**src/rtl/pet_bus_pkg.sv**
```systemverilog
// pet_bus_pkg: slot timing constants and width defaults shared by the bus arbiter
package pet_bus_pkg;
    localparam int ADDR_WIDTH_DEF = 17;
    localparam int DATA_WIDTH_DEF = 8;
    localparam logic [3:0] PI_START = 4'd0;
    localparam logic [3:0] CPU_START = 4'd8;
    localparam logic [3:0] CPU_EN_CNT = 4'd15;
    localparam logic [2:0] OE_START = 3'd1;
    localparam logic [2:0] OE_END = 3'd6;
    localparam logic [2:0] DOE_START = 3'd1;
    localparam logic [2:0] DOE_END = 3'd6;
    localparam logic [2:0] WE_START = 3'd2;
    localparam logic [2:0] WE_END = 3'd5;
    localparam logic [2:0] RD_CAP = 3'd6;
    localparam logic [2:0] DONE_CNT = 3'd7;
    function automatic logic in_win(input logic [2:0] p, input logic [2:0] lo, input logic [2:0] hi);
        return p >= lo && p <= hi;
    endfunction
endpackage

```
**src/rtl/sync2.sv**
```systemverilog
// sync2: two-flop synchronizer for a level crossing into the clk domain
// ports: clk, reset (async, active-high), d (async in), q (synchronized out)
module sync2 (
    input  logic clk,
    input  logic reset,
    input  logic d,
    output logic q
);
    logic s1;
    always_ff @(posedge clk or posedge reset)
        if (reset) {q, s1} <= 2'b00;
        else {q, s1} <= {s1, d};
endmodule

```
**src/rtl/bus_arbiter.sv**
```systemverilog
// bus_arbiter: time-slices one RAM between a Pi port (counts 0-7) and a CPU port (counts 8-15)
// ports: pi_* request/handshake side, cpu_* side with cpu_en clock enable, ram_* SRAM side
// strobes are registered from next-cycle state so the RAM sees glitch-free enables
import pet_bus_pkg::*;
module bus_arbiter #(
    parameter int ADDR_WIDTH = ADDR_WIDTH_DEF,
    parameter int DATA_WIDTH = DATA_WIDTH_DEF
) (
    input  logic                  clk,
    input  logic                  reset,
    input  logic [ADDR_WIDTH-1:0] pi_addr,
    input  logic [DATA_WIDTH-1:0] pi_data,
    input  logic                  pi_rw_b,
    input  logic                  pi_pending,
    output logic                  pi_done,
    output logic [DATA_WIDTH-1:0] pi_rd_data,
    input  logic [15:0]           cpu_addr,
    input  logic [DATA_WIDTH-1:0] cpu_wr_data,
    input  logic                  cpu_rw_b,
    output logic [DATA_WIDTH-1:0] cpu_rd_data,
    output logic                  cpu_en,
    output logic [ADDR_WIDTH-1:0] ram_addr,
    output logic [DATA_WIDTH-1:0] ram_wr_data,
    input  logic [DATA_WIDTH-1:0] ram_rd_data,
    output logic                  ram_oe_b,
    output logic                  ram_we_b,
    output logic                  ram_data_oe
);
    logic [3:0] cnt, cnt_n;
    logic [2:0] p_n;
    logic pend_s, act, rw, act_n, rw_n, go;
    sync2 u_sync (.clk(clk), .reset(reset), .d(pi_pending), .q(pend_s));
    // act/rw describe the access owning the current slot; the Pi slot is only owned when a fresh request is seen at its start
    always_comb begin
        cnt_n = cnt + 4'd1;
        p_n = cnt_n[2:0];
        go = cnt == PI_START && pend_s && !pi_done;
        act_n = cnt == PI_START ? go : cnt == CPU_START ? 1'b1 : act;
        rw_n = cnt == PI_START ? pi_rw_b : cnt == CPU_START ? cpu_rw_b : rw;
    end
    always_ff @(posedge clk or posedge reset) begin
        if (reset) begin
            cnt <= '0;
            act <= 1'b0;
            rw <= 1'b1;
            ram_addr <= '0;
            ram_wr_data <= '0;
            ram_oe_b <= 1'b1;
            ram_we_b <= 1'b1;
            ram_data_oe <= 1'b0;
            cpu_en <= 1'b0;
            pi_rd_data <= '0;
            cpu_rd_data <= '0;
            pi_done <= 1'b0;
        end else begin
            cnt <= cnt_n;
            act <= act_n;
            rw <= rw_n;
            if (go) begin
                ram_addr <= pi_addr;
                ram_wr_data <= pi_data;
            end else if (cnt == CPU_START) begin
                ram_addr <= ADDR_WIDTH'(cpu_addr);
                ram_wr_data <= cpu_wr_data;
            end
            ram_oe_b <= !(act_n && rw_n && in_win(p_n, OE_START, OE_END));
            ram_we_b <= !(act_n && !rw_n && in_win(p_n, WE_START, WE_END));
            ram_data_oe <= act_n && !rw_n && in_win(p_n, DOE_START, DOE_END);
            cpu_en <= cnt_n == CPU_EN_CNT;
            if (act && rw && cnt == {1'b0, RD_CAP}) pi_rd_data <= ram_rd_data;
            if (act && rw && cnt == {1'b1, RD_CAP}) cpu_rd_data <= ram_rd_data;
            // set wins over clear so a request withdrawn mid-access still sees a one-clk acknowledge
            if (act && cnt == {1'b0, DONE_CNT}) pi_done <= 1'b1;
            else if (!pend_s) pi_done <= 1'b0;
        end
    end
endmodule

```
**config.mk**
```make
export PLATFORM = sky130hd
export DESIGN_NAME = bus_arbiter
export DESIGN_NICKNAME = d
export VERILOG_FILES = /design/src/rtl/pet_bus_pkg.sv /design/src/rtl/sync2.sv /design/src/rtl/bus_arbiter.sv
export SDC_FILE = /design/constraint.sdc
export NUM_CORES = 1
export LEC_CHECK = 0
export BUFFER_PORTS_ARGS = -buffer_cell sky130_fd_sc_hd__buf_2
export CAP_MARGIN = 20
export CORE_MARGIN = 5
export CORE_UTILIZATION = 30
export DETAILED_ROUTE_END_ITERATION = 10
export GPL_TIMING_DRIVEN = 0
export SLEW_MARGIN = 20
export SYNTH_ARGS = -nofsm -noshare
export SYNTH_HDL_FRONTEND = slang
export SYNTH_SLANG_ARGS = --single-unit
export TNS_END_PERCENT = 1
```
**constraint.sdc**
```tcl
create_clock -name clk -period 1.8 [get_ports clk]
set_input_delay 0.18 -clock clk [delete_from_list [all_inputs] [get_ports clk]]
set_output_delay 0.18 -clock clk [all_outputs]
set_load 0.02 [all_outputs]
```
Word-level counts from Yosys, hierarchy flattened
Cells that the tools add are included.
- $lt $le $gt $ge: 4
- equality and inequality tests: 6
- multiply operators: 0
- reductions and logical operators: 19
- muxes and demuxes: 10
- $add $sub $neg: 1
- bitwise gates (word level): 0
- shift-type cells: 0
- divide/modulo/power cells: 0
- operators by type and width (kind ; count):
    17-bit 2-to-1 mux ; 2
    8-bit 2-to-1 mux ; 2
    1-bit logical AND ; 13
    4-bit equality test (second input constant) ; 3
    4-bit by 3-bit equality test with 1-bit output (second input constant) ; 2
    3-bit <= comparator (second input constant) ; 2
    1-bit 2-to-1 mux ; 6
    4-bit by 1-bit adder with 4-bit output (second input constant) ; 1
    1-bit zero test ; 4
    4-bit zero test ; 1
    3-bit by 1-bit greater-or-equal comparator with 1-bit output (second input constant) ; 1
    3-bit by 2-bit greater-or-equal comparator with 1-bit output (second input constant) ; 1
    2-bit inequality test (second input constant) ; 1
    2-bit nonzero test ; 1
- latch bits: 0
- output and inout port bits: 46
- RAM bits: 0
- flip-flop bits (word level): 54
- word-level logic and storage cells: 54
- bits of input ports: 62
- ROM bits: 0
- memories kept: 0

Longest topological paths before layout
Gate-level depths: netlist of the first run.
- depth after elaboration: 7
- gate-level depth with buffers: 8
- gate-level depth less buffers: 7

Hierarchy
Synthesis of the first run repeated with hierarchy kept, for this count alone.
- cell total of the unflattened synthesis: 194
- area, all modules: 2247.2 um2
- by module, submodules not included (module ; cells an instance ; times used ; sequential area each (um2) ; area an instance (um2)):
    bus_arbiter ; 191 ; 1 ; 1305.0 ; 2193.4
    sync2 ; 3 ; 1 ; 50.0 ; 53.8

Least setup slack after synthesis of the first run
OpenSTA, ideal clock, no wires.
- path type: flip-flop to flip-flop
- start: register cnt[0]
- end: register pi_rd_data[0]
- arrival time: 1.514 ns
- data required time: 1.675 ns
- slack: 0.161 ns
- stages on the path, launching flop included: 6
- buffers on the path: 0
- library setup time: 0.125 ns
- period minus slack after synthesis: 1.639 ns
- cell sequence: dfrtp_1 inv_1 ha_1 nand3_2 nor3b_4 mux2_2
- cells in the longest elaborated chain, start to end: 2
- ends and longest elaborated chain (item ; line ; RTL):
    from (decl) ; bus_arbiter.sv:29 ; logic [3:0] cnt, cnt_n;
    from (signal assigned) ; bus_arbiter.sv:56 ; cnt <= cnt_n;
    4-bit by 3-bit equality test with 1-bit output ; bus_arbiter.sv:70 ; if (act && rw && cnt == {1'b0, RD_CAP}) pi_rd_data <= ram_rd_data;
    1-bit logical AND ; bus_arbiter.sv:70 ;
    to (signal assigned) ; bus_arbiter.sv:70 ;
    to (decl) ; bus_arbiter.sv:16 ; output logic [DATA_WIDTH-1:0] pi_rd_data,
No other way between the ends.
A chain may end at the register's enable or synchronous reset.

Final worst setup path of the first run
- start: register cnt[1]
- end: register ram_addr[15]
- cells in the longest elaborated chain, start to end: 4
- elaborated cells on any way between the ends: 6
- those cells by class: 1 x eq/ne; 1 x mux; 4 x reduce/logical
- ends and longest elaborated chain (item ; line ; RTL):
    4-bit zero test ; bus_arbiter.sv:37 ; go = cnt == PI_START && pend_s && !pi_done;
    1-bit logical AND (2 in series) ; bus_arbiter.sv:37 ;
    17-bit 2-to-1 mux / 2-bit nonzero test (equally long branches) ; -- ;
    to (signal assigned) ; bus_arbiter.sv:60 ; ram_addr <= pi_addr;
    to (signal assigned) ; bus_arbiter.sv:63 ; ram_addr <= ADDR_WIDTH'(cpu_addr);
    to (decl) ; bus_arbiter.sv:22 ; output logic [ADDR_WIDTH-1:0] ram_addr,
Parallel ways exist; a longest one is shown, timed or not.

==> results_dict.tcl, run 1 <==
set metrics [dict create \
    final-hold-violation-count 51 \
    async_flop_share 1.00 \
    multiInputGateArea_um2 846 \
    power_frac_comb 0.142 \
    fillers 720 \
    cts_sinks 54 \
    clockPowerShare 0.296 \
    fin_area_um2 3090 \
    critPathKind "flip-flop to flip-flop" \
    synth_top_area_cell "dfrtp_1" \
    hold_slack_ns -0.0209 \
    p_sw_frac 0.264 \
    die_h_um 96.5 \
    ys_top_cells_by_area "dfrtp_1 (57%), nand2_1 (9.4%), a22oi_1 (8.0%), mux2_2 (8.0%), dfstp_2 (3.5%)" \
    fmax_ghz 0.607 \
    use_met1 0.152 \
    cpPeakStageDelay_ns 0.45 \
    p_leak_nw 1.64 \
    gr-usage-met3 0.0434 \
    seqCellArea_um2 1360 \
    worst_slew_pin_slew_ns 0.660 \
    core_area_um2 7250 \
    synth_edf_count 0 \
    cpLargestDelayFamily "simple AND/OR/NAND/NOR gates" \
    clock_skew_ns 0.00335 \
    synth_top_cell_area_share 0.569 \
    die_x_um 96.5 \
    dr_total_vias 1823 \
    cts_tree "built" \
    switchingPower_uw 625 \
    diodes 0 \
    gp_congestion 0.716 \
    synth_seq_area_share 0.604 \
    grt_pass1_wl_um 8810 \
    startpoint "cnt[1]" \
    timing.final.crit_share 0.915 \
    cts.clk_slew.worst_paths_ns 0.10 \
    synth_cells 193 \
    gr-usage-met2 0.209 \
    cts_buffers 5 \
    arrival_ns 1.89 \
    first_pass_iters 4 \
    p_per_area_nw_per_um2 765 \
    cp_num_buf_inv 2 \
    syn_to_final_growth_pct 37.8 \
    syn_area_um2 2240 \
    cts_root_buf "clkbuf_8" \
    ios 108 \
    r2r_cells 7 \
    setup_viol 0 \
    syn-num-nets 261 \
    htree_levels 2 \
    cpMaxStageDelayCell "dfrtp_2" \
    path_cells "inv_1, ha_1, nand2b_4, nor3b_4, buf_4, a22oi_1, nand2_1" \
    grt_max_degree 55 \
    final_util 0.426 \
    drt-total-wl_um 5610 \
    r2r_end "ram_addr[15]" \
    avgSynthCellArea_um2 11.6 \
    ys_seq_elements 54 \
    crit_path_end_kind "flip-flop" \
    gr-total-overflow 0 \
    synthTopCellsByCount "nand2_1 (56), dfrtp_1 (51), a22oi_1 (24)" \
    internal-power_mw 1.74 \
    synth_warnings 0 \
    slew-limit-headroom 0.560 \
    die_area_um2 9310 \
    wl_per_cell_um 13.6 \
    r2r-start "cnt[1]" \
    violations "negative hold slack" \
    fin_crit_ns 1.65 \
    post_dp_cell_area_um2 2910 \
    ys.flop_type "dfrtp_1" \
    nets 381 \
    status "complete, but fails checks" \
    critPathMaxFanout 10 \
    start_util 0.309 \
    vias_per_cell 4.41 \
    grt_use_total 0.124 \
    rrSetupSlack_ns 0.15 \
    pwr-share-seq 0.562 \
    clock_path_buffers 2 \
    yosysMostFrequentCell "nand2_1" \
    hp-class "input port to async pin" \
    clock_latency_ns 0.30 \
    dpl.hpwl_um 4150 \
    ant_nets 0 \
    drc 0 \
    antenna_found_initial 1 \
    place.port_buffers 107 \
    drive_gt1_frac 0.503 \
    max_cap_violations 0 \
    busiest_layer "met2" \
    placementRows 31 \
    finalMaxSlewViolations 0 \
    startpoint_type "flip-flop" \
    drt_iter0_drc 34 \
    crit_required_ns 2.04 \
    synthDistinctLibCells 29 \
    grt_pass1_vias 1851 \
    peakVddDrop_mv 0.307 \
]
==> worst register-to-register path, cell delays in order, from the launching register on <==
cell and delay (ns):
dfrtp_2 0.45, inv_1 0.11, ha_1 0.22, nand2b_4 0.09, nor3b_4 0.30, buf_4 0.24, a22oi_1 0.11, nand2_1 0.07
==> placed cells by master (no fill, tap or decap), types with 2 or more instances in the layout <==
cell / instances
a21oi_1: 2
a22oi_1: 24
and3_1: 2
buf_2: 109
buf_4: 8
clkbuf_8: 6
dfrtp_1: 49
dfrtp_2: 2
dfstp_2: 3
ha_1: 6
inv_1: 3
mux2_2: 16
nand2_1: 56
nand3_1: 3
nor2b_1: 2
nor3b_4: 2
==> through the flow <==
step | power, mW | setup TNS [ns] | instances | worst slack, ns
2_1_floorplan | 1.53 | 0 | 193 | 0.161
6_report | 2.36 | 0 | 413 | 0.153
3_3_place_gp | 1.68 | -25.21 | 399 | -0.412
4_1_cts | 2.42 | 0 | 409 | 0.000609
3_5_place_dp | 1.69 | -5.08 | 399 | -0.226
5_1_grt | 2.50 | -0.0825 | 413 | -0.0226
==> flip-flops by register name (all words and copies together) (netlist names) <==
register	flops
ram_addr	17
act	1
u_sync.q	1
ram_wr_data	8
cpu_en	1
ram_oe_b	1
pi_done	1
u_sync.s1	1
pi_rd_data	8
ram_we_b	1
ram_data_oe	1
rw	1
cnt	4
cpu_rd_data	8
==> power by group through the flow <==
stage	sequential [mW]	clock (mW)	combinational [mW]
after detailed placement	1.35	0	0.341
after CTS	1.33	0.743	0.344
after floorplan	1.45	0	0.0807
final	1.33	0.700	0.336
after global placement	1.35	0	0.335
after global routing	1.34	0.790	0.375
==> worst max-delay path by stage <==
stage | endpoint | slack [ns] | depth (start not counted)
after floorplan | pi_rd_data[0] | 0.16 | 5
after global placement | ram_addr[1] | -0.41 | 2
after detailed placement | ram_addr[9] | -0.23 | 7
after CTS | ram_addr[6] | 0.0006 | 7
after global routing | ram_addr[6] | -0.02 | 7
final | ram_addr[15] | 0.15 | 7
==> logic make-up (layout without fill, tap and decap cells) <==
group / after synthesis / count (layout) / share of synthesized area
AO/OA/AOI/OAI: 29 / 29 / 0.0926
XOR/XNOR: 2 / 2 / 0.00781
adder cells (fa/ha/maj): 6 / 6 / 0.0335
buffers and inverters: 13 / 134 / 0.0268
flip-flops: 54 / 54 / 0.604
multiplexers: 17 / 17 / 0.0848
AND/OR/NAND/NOR: 72 / 72 / 0.151
==> repair_timing <==
action                                 CTS  global route
setup endpoints to repair               42            20
buffers inserted                         2             4
pin swaps                                2             0
endpoints found under the hold margin    1             0
gates resized for setup                  8             5
hold buffers                             1             0
==> per-layer routing <==
layer	share of wire	wire length (um)
met5	0.0012	7
met4	0.0086	48
met3	0.088	492
met2	0.50	2790
met1	0.41	2270
==> layout make-up <==
| type | instances | area share |
|---|---|---|
| sequential | 54 | 0.439 |
| clock inverter | 2 | 0.00405 |
| buffer | 7 | 0.0146 |
| tap | 99 | 0.0401 |
| multi-input combinational | 126 | 0.274 |
| clock buffer | 6 | 0.0267 |
| timing repair buffer | 114 | 0.195 |
| inverter | 5 | 0.00688 |
(Power assumes the default switching activity.)
==> inputs of run 2 (changes only) <==
CTS_CLUSTER_SIZE = 12   (was unset)
PLACE_DENSITY = 0.57   (was unset)
==> run 2 against run 1 <==
The flow now finishes without violations; sequential share of layout area is 0.36 points lower; maximum frequency fell by 1.6%; hold slack better by 0.11 ns; register-to-register slack got worse by 0.03 ns; critical path depth shrank 1; global-route usage shrank 0.30 points; final cell count rose by 0.24%; clock skew rose by 0.0034 ns; sequential power is essentially flat; critical endpoint is now pi_rd_data[5]; largest power group unchanged.
==> results_dict.tcl, run 2 (synthesis results as in run 1) <==
set metrics [dict create \
    fmax_ghz 0.597 \
    r2r_cells 6 \
    cts_tree "built" \
    worst_slew_pin_slew_ns 0.666 \
    grt_max_degree 55 \
    rsz0062_at_grt "no" \
    peakVddDrop_mv 0.279 \
    grt_pass1_vias 1852 \
    drt_iter0_drc 48 \
    p_per_area_nw_per_um2 789 \
    gr-total-overflow 0 \
    mostFrequentLayoutCell "buf_2" \
    clockPowerShare 0.322 \
    diodes 0 \
    crit_required_ns 1.99 \
    dp_slack_ns -0.217 \
    startpoint_type "flip-flop" \
    fin_crit_ns 1.67 \
    finalMaxSlewViolations 0 \
    die_h_um 96.5 \
    die_area_um2 9310 \
    p_sw_frac 0.251 \
    switchingPower_uw 616 \
    cts_sinks 54 \
    internal-power_mw 1.84 \
    drc 0 \
    grt_pass1_wl_um 8720 \
    slew-limit-headroom 0.556 \
    regMostFlops "ram_addr" \
    dp_cells 399 \
    power_frac_comb 0.137 \
    core_area_um2 7250 \
    final_cell_mix "buf_2 (110), nand2_1 (56), dfrtp_1 (50), a22oi_1 (24), mux2_2 (16)" \
    status "completed" \
    fillers 726 \
    r2r-start "cnt[0]" \
    clock_latency_ns 0.30 \
    cts.clk_slew.worst_paths_ns 0.10 \
    syn_to_final_growth_pct 38.8 \
    post_dp_cell_area_um2 2910 \
    timing.final.crit_share 0.930 \
    hp-class "input port to flip-flop" \
    grt_use_total 0.121 \
    first_pass_iters 4 \
    critPathKind "flip-flop to flip-flop" \
    critPathMaxFanout 8 \
    clock_path_buffers 2 \
    start_util 0.309 \
    startpoint "cnt[0]" \
    fin_ws_ns 0.126 \
    placementRows 31 \
    dpl.hpwl_um 4070 \
    drive_gt1_frac 0.495 \
    holdPathStages 3 \
    drt-total-wl_um 5480 \
    die_x_um 96.5 \
    fin_area_um2 3110 \
    vias_per_cell 4.46 \
    ant_nets 0 \
    gp_congestion 0.694 \
    largest_reg_flops 17 \
    ios 108 \
    dr_total_vias 1847 \
    final-hold-violation-count 0 \
    htree_levels 2 \
    nets 382 \
    finalPower_mw 2.46 \
    cts_root_buf "clkbuf_8" \
    place.port_buffers 107 \
    clock_skew_ns 0.00675 \
    setup_viol 0 \
    p_leak_nw 1.65 \
    antenna_found_initial 0 \
    stdcell_count 414 \
    cts_buffers 5 \
    pwr-share-seq 0.540 \
    crit_path_end_kind "flip-flop" \
    hp-start "cpu_addr[2]" \
    max_cap_violations 0 \
    arrival_ns 1.87 \
    final_util 0.429 \
    wl_per_cell_um 13.2 \
]
[run 2: power groups by stage]
stage	clock network, mW	logic (mW)	registers (mW)
2_1_floorplan	0	0.0807	1.45
5_1_grt	0.877	0.375	1.34
3_5_place_dp	0	0.340	1.35
6_report	0.792	0.337	1.33
3_3_place_gp	0	0.336	1.35
4_1_cts	0.836	0.345	1.33
[run 2: final timing paths]
path                                  end  slack [ns]
hold reg to reg                  u_sync.q        0.36
setup / recovery            pi_rd_data[5]        0.13
min in group asynchronous  ram_wr_data[6]        0.54
max in group asynchronous          cnt[1]        0.78
hold / removal                ram_addr[2]        0.09
setup reg to reg            pi_rd_data[5]        0.13
[run 2: routing by layer]
layer  global-route usage  share of wire  up-vias
li1                     -              -      897
met1                0.154           0.42      879
met2                0.194           0.47       64
met3               0.0387          0.090        7
met4               0.0409          0.016        0
met5                    0              0        -
[run 2: critical path, cell delays in order (launching register included)]
cell and delay [ns]:
dfrtp_1 0.39, inv_1 0.16, ha_1 0.19, nand3_2 0.12, nor3b_4 0.24, buf_12 0.15
mux2_2 0.33
[run 2: final cells by class]
cell class	instances	area (um^2)	area share
flip-flops and latches	54	1360	0.436
repair buffers	115	613	0.197
inverters	5	21.3	0.00683
well taps	99	124	0.0398
multi-input cells	126	846	0.272
plain buffers	7	45.0	0.0145
clock buffers	5	68.8	0.0221
clock inverters	3	40.0	0.0129
[run 2: through the flow]
step / setup TNS (ns) / hold slack (ns)
final: 0 / 0.0853
after CTS: -0.972 / 0.0735
after global routing: 0 / 0.0766
after global placement: -27.42 / 0.290
after floorplan: 0 / 0.211
after detailed placement: -4.94 / 0.293
[run 2: repair_timing]
action | in CTS | in global routing
pin swaps | 1 | 1
gates resized for setup | 7 | 5
cloned | 0 | 0
setup endpoints to repair | 42 | 37
setup buffers | 1 | 5
endpoints found under the hold margin | 8 | 0
hold buffers | 2 | 0
